$ cat src/rtl/div_wb_unit_pkg.sv
// div_wb_unit_pkg: shared widths, state encoding and divide-by-zero constant for the divider writeback unit
package div_wb_unit_pkg;
  localparam int WIDTH = 32;
  localparam int AW = 5;
  localparam int CNT_W = 6;
  typedef enum logic [1:0] {
    IDLE = 2'd0,
    BUSY = 2'd1,
    FIX  = 2'd2,
    WB   = 2'd3
  } state_e;
  localparam logic [WIDTH-1:0] DIV0_QUO = '1;
endpackage

$ cat src/rtl/div_wb_unit_step.sv
// div_step: one restoring-division iteration on {rem, quo}
module div_step #(
  parameter int WIDTH = 32
) (
  input  logic [WIDTH-1:0] rem_in,
  input  logic [WIDTH-1:0] quo_in,
  input  logic [WIDTH-1:0] divisor,
  output logic [WIDTH-1:0] rem_out,
  output logic [WIDTH-1:0] quo_out
);
  logic [WIDTH:0] sh;
  logic ge;
  always_comb begin
    sh = {rem_in, quo_in[WIDTH-1]};
    ge = sh >= {1'b0, divisor};
    rem_out = ge ? sh[WIDTH-1:0] - divisor : sh[WIDTH-1:0];
    quo_out = {quo_in[WIDTH-2:0], ge};
  end
endmodule

$ cat src/rtl/div_wb_unit.sv
// div_wb_unit: iterative signed/unsigned divider that writes its result back through a request/grant register-file slot
module div_wb_unit
  import div_wb_unit_pkg::*;
#(
  parameter int WIDTH = div_wb_unit_pkg::WIDTH,
  parameter int CNT_W = div_wb_unit_pkg::CNT_W,
  parameter int AW    = div_wb_unit_pkg::AW
) (
  input  logic             clk,
  input  logic             rst_n,
  input  logic             start,
  input  logic             sign_en,
  input  logic             op_rem,
  input  logic [WIDTH-1:0] dividend,
  input  logic [WIDTH-1:0] divisor,
  input  logic [AW-1:0]    dest,
  input  logic             wb_grant,
  output logic             busy,
  output logic [AW-1:0]    busy_dest,
  output logic             RegW,
  output logic [AW-1:0]    Dir,
  output logic [WIDTH-1:0] Din
);
  state_e state_q, state_d;
  logic [WIDTH-1:0] rem_q, rem_d, quo_q, quo_d, dvs_q, dvs_d, din_q, din_d;
  logic [AW-1:0] dest_q, dest_d, dir_q, dir_d;
  logic [CNT_W-1:0] cnt_q, cnt_d;
  logic op_rem_q, op_rem_d, qneg_q, qneg_d, rneg_q, rneg_d, regw_q, regw_d;
  logic [WIDTH-1:0] rem_nx, quo_nx, dvd_abs, dvs_abs, q_fix, r_fix;
  div_step #(.WIDTH(WIDTH)) u_step (
    .rem_in (rem_q),
    .quo_in (quo_q),
    .divisor(dvs_q),
    .rem_out(rem_nx),
    .quo_out(quo_nx)
  );
  always_comb begin
    dvd_abs = (sign_en && dividend[WIDTH-1]) ? -dividend : dividend;
    dvs_abs = (sign_en && divisor[WIDTH-1]) ? -divisor : divisor;
    q_fix = qneg_q ? -quo_q : quo_q;
    r_fix = rneg_q ? -rem_q : rem_q;
  end
  always_comb begin
    state_d = state_q;
    rem_d = rem_q;
    quo_d = quo_q;
    dvs_d = dvs_q;
    din_d = din_q;
    dest_d = dest_q;
    dir_d = dir_q;
    cnt_d = cnt_q;
    op_rem_d = op_rem_q;
    qneg_d = qneg_q;
    rneg_d = rneg_q;
    regw_d = regw_q;
    case (state_q)
      IDLE: if (start) begin
        op_rem_d = op_rem;
        dest_d = dest;
        cnt_d = '0;
        dvs_d = dvs_abs;
        // a zero divisor bypasses iteration and sign fixup entirely
        if (divisor == '0) begin
          rem_d = dividend;
          quo_d = DIV0_QUO;
          qneg_d = 1'b0;
          rneg_d = 1'b0;
          state_d = FIX;
        end else begin
          rem_d = '0;
          quo_d = dvd_abs;
          qneg_d = sign_en & (dividend[WIDTH-1] ^ divisor[WIDTH-1]);
          rneg_d = sign_en & dividend[WIDTH-1];
          state_d = BUSY;
        end
      end
      BUSY: begin
        rem_d = rem_nx;
        quo_d = quo_nx;
        cnt_d = cnt_q + 1'b1;
        state_d = (cnt_q == CNT_W'(WIDTH - 1)) ? FIX : BUSY;
      end
      FIX: if (dest_q != '0) begin
        din_d = op_rem_q ? r_fix : q_fix;
        dir_d = dest_q;
        regw_d = 1'b1;
        state_d = WB;
      end else begin
        state_d = IDLE;
      end
      WB: if (wb_grant) begin
        regw_d = 1'b0;
        state_d = IDLE;
      end
      default: state_d = IDLE;
    endcase
  end
  always_ff @(posedge clk) begin
    if (!rst_n) begin
      state_q <= IDLE;
      rem_q <= '0;
      quo_q <= '0;
      dvs_q <= '0;
      din_q <= '0;
      dest_q <= '0;
      dir_q <= '0;
      cnt_q <= '0;
      op_rem_q <= 1'b0;
      qneg_q <= 1'b0;
      rneg_q <= 1'b0;
      regw_q <= 1'b0;
    end else begin
      state_q <= state_d;
      rem_q <= rem_d;
      quo_q <= quo_d;
      dvs_q <= dvs_d;
      din_q <= din_d;
      dest_q <= dest_d;
      dir_q <= dir_d;
      cnt_q <= cnt_d;
      op_rem_q <= op_rem_d;
      qneg_q <= qneg_d;
      rneg_q <= rneg_d;
      regw_q <= regw_d;
    end
  end
  assign busy = state_q != IDLE;
  assign busy_dest = busy ? dest_q : '0;
  assign RegW = regw_q;
  assign Dir = dir_q;
  assign Din = din_q;
endmodule
$ cat config.mk
export PLATFORM = sky130hd
export DESIGN_NAME = div_wb_unit
export DESIGN_NICKNAME = d
export VERILOG_FILES = /design/src/rtl/div_wb_unit_pkg.sv /design/src/rtl/div_wb_unit_step.sv /design/src/rtl/div_wb_unit.sv
export SDC_FILE = /design/constraint.sdc
export NUM_CORES = 1
export LEC_CHECK = 0
export CAP_MARGIN = 10
export CORE_MARGIN = 8
export CORE_UTILIZATION = 40
export CTS_BUF_LIST = sky130_fd_sc_hd__clkbuf_16
export CTS_CLUSTER_DIAMETER = 120
export DETAILED_ROUTE_END_ITERATION = 10
export MAX_ROUTING_LAYER = met4
export PLACE_DENSITY = 0.68
export SLEW_MARGIN = 15
export SYNTH_ARGS = -nofsm -noshare
export SYNTH_HDL_FRONTEND = slang
export SYNTH_SLANG_ARGS = --single-unit
$ cat constraint.sdc
create_clock -name clk -period 3.5 [get_ports clk]
set_input_delay 0.525 -clock clk [delete_from_list [all_inputs] [get_ports clk]]
set_output_delay 0.525 -clock clk [all_outputs]
set_load 0.02 [all_outputs]
# After elaboration in Yosys (flattened, before gate mapping)
# Cells that the tools add are included.
word_totals:
  wordCells: 68
  regBits: 150
  input_bits: 75
classes:
  order_cmp: 1
  add_sub_neg: 6
  n_reduce_logical: 13
  mux: 26
  bitwise: 3
  n_eq_ne: 7
ops:
  columns: ["op", "count"]
  rows:
  - ["$mux 32", 10]
  - ["$neg 32->32", 4]
  - ["$pmux 32 s2", 2]
  - ["$ge 33x32->1", 1]
  - ["$logic_not 32->1", 1]
  - ["$sub 32x32->32", 1]
  - ["$pmux 6 s2", 1]
  - ["$mux 2", 5]
  - ["$pmux 2 s4", 1]
  - ["$reduce_and 2->1", 4]
  - ["$add 6x1->6 const B", 1]
  - ["$eq 6x5->1 const B", 1]
  - ["$mux 6", 1]
  - ["$ne 2x2->1 const B", 3]
  - ["$reduce_bool 2->1", 3]
  - ["$mux 5", 1]
  - ["$reduce_bool 5->1", 1]
  - ["$eq 2x2->1 const B", 2]
  - ["$mux 1", 4]
  - ["$reduce_and 3->1", 1]
  - ["$and 1x1->1", 2]
  - ["$eq 2x1->1 const B", 1]
  - ["$logic_and 1x1->1", 2]
  - ["$logic_not 2->1", 1]
  - ["2 further kinds", 2]

# Logic depth before layout (Yosys ltp)
logic_depth:
  depth_word: 5
  mapped_depth: 12
  ltp_nobuf: 12

# Modules after synthesis
# Synthesis repeated with hierarchy kept, for this count alone.
unflattened:
  cells_unflattened: 1559
  hier_area_um2: 11738.8
modules_own_cells:
  columns: ["module", "n_inst", "seq_area_each_um2", "area_each_um2", "cells_per_inst"]
  rows:
  - ["div_wb_unit", 1, 3002.9, 9016.1, 1188]
  - ["div_step", 1, 0.0, 2722.6, 371]

# Least setup slack after synthesis
# Ideal clock, no wire load.
synth_timing:
  kind: "register to register"
  from: "register rem_q[15]"
  to: "register rem_q[19]"
  required_ps: 3426
  n_path_buf: 2
  arrival_time_ps: 2826
  setup_slack_ps: 600
  path_stages_with_launch: 12
  path_cell_list: "dfxtp_1 ha_1 clkbuf_1 a21oi_1 o21ai_0 or2_2 a21o_1 a32o_1 nor2_1 clkbuf_1 nand3_1 a31oi_1"
synth_via:
  elab_chain_cells: 3
  word_cells_on_any_way: 4
synth_lines:
  columns: ["item", "line_no", "rtl"]
  rows:
  - ["start: declaration", "div_wb_unit.sv:25", "logic [WIDTH-1:0] rem_q, rem_d, quo_q, quo_d, dvs_q, dvs_d, din_q, din_d;"]
  - ["start signal: assignment", "div_wb_unit.sv:114", "rem_q <= rem_d;"]
  - ["$sub 32x32->32 / $ge 33x32->1 (equally long branches)", "div_wb_unit_step.sv:16, div_wb_unit_step.sv:15", null]
  - ["$mux 32 *", "div_wb_unit_step.sv:16", "rem_out = ge ? sh[WIDTH-1:0] - divisor : sh[WIDTH-1:0];"]
  - ["$pmux 32 s2 *", "div_wb_unit.sv:56", "case (state_q)"]
# Every way passes the cells marked *; elsewhere a longest branch is shown, timed or not.
# A chain may end at the register's enable or synchronous reset.

# Worst setup path after layout
layout_timing:
  from: "register quo_q[31]"
  to: "register rem_q[26]"
layout_via:
  elab_chain_cells: 3
  word_cells_on_any_way: 4
layout_lines:
  columns: ["item", "line_no", "rtl"]
  rows:
  - ["start: declaration", "div_wb_unit.sv:25", null]
  - ["start signal: assignment", "div_wb_unit.sv:115", "quo_q <= quo_d;"]
  - ["$sub 32x32->32 / $ge 33x32->1 (equally long branches)", "div_wb_unit_step.sv:16, div_wb_unit_step.sv:15", null]
  - ["$mux 32 *", "div_wb_unit_step.sv:16", null]
  - ["$pmux 32 s2 *", "div_wb_unit.sv:56", null]
# Marks and branches as above.

==> summary.md <==
| Metric | Value |
|---|---|
| GRT Util Overall | 20.43% |
| ANT nets after route | 0 |
| Chip width | 183.3 microns |
| Critical path's slowest cell | or4_1 |
| CP endpoint kind | flip-flop |
| Most common cell after layout, fill and taps aside | nand2_1 |
| Largest net degree at the start of global routing | 69 |
| Post-route total power | 6073 uW |
| Die Y | 183.3 microns |
| Initial drt markers | 940 |
| Slew headroom | 26.94% |
| Post-CTS Hold Fix Bufs | 0 |
| Synth Instances | 1,494 |
| Inserted Clock Buffers | 17 |
| Tightest Pin Transition | 1092 ps |
| Drt pass-1 iters | 6 |
| Global route total overflow | 0 |
| First-pass GRT wire length | 54.47 mm |
| Rows | 61 |
| Starting Density | 40.41% |
| Mux share of post-synthesis cell area | 0.6258% |
| GR Util met3 | 2.374% |
| GRT met2 Usage | 30.83% |
| Fin nets | 1,700 |
| Clk buf depth | 2 |
| CP startpoint kind | flip-flop |
| Number of synthesized register bits | 150 |
| Via count | 11.28k |
| Status | completed |
| Fill cells | 2,749 |
| PortBufs | 118 |
| CTS clock-pin slew for the worst setup and hold paths | 60 ps |
| Via-per-instance ratio | 5.704 |
| Vias in the first global route | 10.34k |
| Slowest stage delay, CP | 560 ps |
| Most common flop cell mapped by yosys | dfxtp_1 |
| Critical Path AT | 3560 ps |
| Gate power share | 37.1% |
| Simple-gate share of the synthesized area | 21.61% |
| Tmin final | 3209 ps |
| Critical path, cell by cell | inv_1, ha_1, inv_1, fa_1, a21oi_1, o211ai_1, a32oi_1, o221a_2, o21ai_0, or4_1, a31oi_1 |
| Critical path type | flip-flop to flip-flop |
| Routed WL per cell | 17.36 microns |
| GRT Max-Usage Layer | met2 |
| Main combinational cell family by area after synthesis | compound AO/OA/AOI/OAI gates |
| Setup bufs post-CTS | 0 |
| Met1 Use GR | 27.97% |
| Max Freq | 311.7 MHz |
| Flop pwr share | 33.1% |
| Final hold vios | 0 |
| Area of the mapped netlist | 0.01120 sq mm |
| Count of different cell masters after synthesis | 73 |
| Layout cells sized above 1 | 7.000% |
| HP Class | flip-flop to flip-flop |
| Hold Path Depth | 2 |
| Period utilization | 91.67% |
| Clk_lat worst skew | 430 ps |
| Internal power | 3739 uW |
| Post-DP HPWL | 26.36 mm |
| Diodes inserted | 0 |
| Non-filler cells, final | 1,978 |
| Clock network power share | 29.8% |
| Unrepaired setup endpoints after global routing | false |
| Pins Over Slew Limit | 0 |
| Compound-Gate Fraction of Synth Area | 29.85% |
| Setup_tns | 0 ps |
| CTS sink count | 150 |
| # placed instances | 1,946 |
| Remaining DRCs | 0 |
| Global placer's final weighted congestion | 0.9352 |
| Post-synth EDFFs | 0 |
| Required @ worst endpoint | 3860 ps |
| Die area | 0.03360 sq mm |
| Mapped Avg Cell Area | 7.494 sq um |
| Layout area overhead | 20.45% |
| Net Sw Power | 2334 uW |
| Synth Warn # | 0 |
| IO Count | 119 |
| Core Area | 0.02771 sq mm |
| Most frequent cells in the layout | 192 x nand2_1, 149 x dfxtp_1, 123 x a21oi_1 |
| Pleak | 0.005182 uW |
| CTS tree | built |
| Initial antenna violation count | 0 |
| Post-route clock skew | 10.91 ps |
| Pwr dens | 450.3 mW/mm^2 |
| Final Core Density | 48.67% |
| Post-Syn Nets | 1,607 |
| Max VDD drop | 0.0003913 V |
| CTS resizes | 0 |
| Most frequent CP cell | inv_1 |
| Post-synth ARST share | 0% |
| Htree depth | 4 |
| R2R depth | 11 |
| Post-Synth Adder-Cell Area | 4.314% |
| Final setup fails | 0 |
| Seq/Total Area, Yosys | 26.82% |
| Switch share | 38.43% |
| Post-Synth XOR/XNOR Area | 10.80% |
| Detailed Route WL | 34.34 mm |
| Clock root cell | clkbuf_16 |
| Crit-path max FO | 7 |
| Max-cap violation count | 0 |
## cells by family after synthesis
logic type,count (synthesis)
and+or+nand+nor,491
buffers and inverters,166
AOI/OAI and AO/OA,504
DFF,150
muxes,7
adders and majority gates,38
xor gates and xnor gates,138
## power by group through the flow
stage / Sequential (uW) / Combinational [uW] / Clock, uW
floorplan: 1980 / 1550 / 0
CTS: 2000 / 2220 / 1830
detailed placement: 2040 / 2210 / 0
global placement: 2040 / 2190 / 0
global route: 2030 / 2470 / 1910
finish: 2010 / 2250 / 1810
## routing by layer
metal  vias up  share of wire [%]
met4         0                2.0
met1      5177                 48
met3        43                7.1
met5         -                  0
li1       5627                  -
met2       435                 43
## metrics by stage
step / setup WS, ps / area, sq um / hold slack [ps]
finish: 291.4 / 13490 / 462.5
detailed placement: 63.18 / 12910 / 457.4
CTS: 273.6 / 13490 / 466.2
global route: 81.44 / 13490 / 478.0
floorplan: 600.2 / 11200 / 441.0
global placement: 105.6 / 12910 / 450.1
## sequential cells by signal, summed over array words and instances, names as in the netlist
| register | count |
|---|---|
| dest_q | 5 |
| cnt_q | 6 |
| Din | 32 |
| op_rem_q | 1 |
| Dir | 5 |
| quo_q | 32 |
| state_q | 2 |
| dvs_q | 32 |
| RegW | 1 |
| rneg_q | 1 |
| qneg_q | 1 |
| rem_q | 32 |
## area by class of cell
| class | count | area, sq um | area share (%) |
|---|---|---|---|
| Clock buffer | 17 | 425.4 | 3.155 |
| Clock inverter | 15 | 145.1 | 1.076 |
| Inverter | 64 | 240.2 | 1.781 |
| Multi-Input combinational cell | 1178 | 7533 | 55.86 |
| Sequential cell | 150 | 3004 | 22.28 |
| Tap cell | 378 | 473.0 | 3.507 |
| Timing Repair Buffer | 176 | 1664 | 12.34 |
## final timing paths
path,slack [ps],endpoint,from
setup / recovery,290,rem_q[26]$_SDFFE_PN0P_,quo_q[31]$_SDFFE_PN0P_
hold / removal,460,Dir[2]$_SDFFE_PN0P_,Dir[2]$_SDFFE_PN0P_
setup reg to reg,290,rem_q[26]$_SDFFE_PN0P_,quo_q[31]$_SDFFE_PN0P_
hold reg to reg,460,Dir[2]$_SDFFE_PN0P_,Dir[2]$_SDFFE_PN0P_
## synthesized netlist by cell type (7+ instances only)
cell type	count	area share, %
a21o_1	7	0.47
nor4_1	15	0.84
a211oi_1	35	2.3
o21bai_1	7	0.47
mux2i_1	7	0.63
nand3b_1	8	0.54
ha_1	37	4.1
a21boi_0	32	2.1
xnor2_1	69	5.4
a21oi_1	123	5.5
xor2_1	69	5.4
nor3_1	43	1.9
and2_1	21	1.2
buf_2	7	0.31
o41ai_1	19	1.5
nand2_1	192	6.4
or4_1	14	0.94
o211ai_1	23	1.5
nor2_1	66	2.2
nor2b_1	22	1.2
nand4_1	8	0.45
buf_1	12	0.40
a41oi_1	7	0.55
o31ai_1	26	1.7
o211a_1	34	3.0
nand3_1	45	2.0
inv_1	64	2.1
nand2b_1	12	0.67
a31oi_1	21	1.2
dfxtp_1	150	27
o221ai_1	14	1.1
or3_1	16	0.89
o21ai_0	120	5.4
clkbuf_1	78	2.6
## worst max-delay path: cells and delay by family, from the launching register on
| kind | cells | cell delay (ps) |
|---|---|---|
| adder cells (fa/ha/maj) | 2 | 620 |
| buffers and inverters | 2 | 280 |
| flip-flops | 1 | 350 |
| AO/OA/AOI/OAI | 6 | 1340 |
| AND/OR/NAND/NOR | 1 | 560 |
No activity file was read; power rests on OpenSTA's default activity.
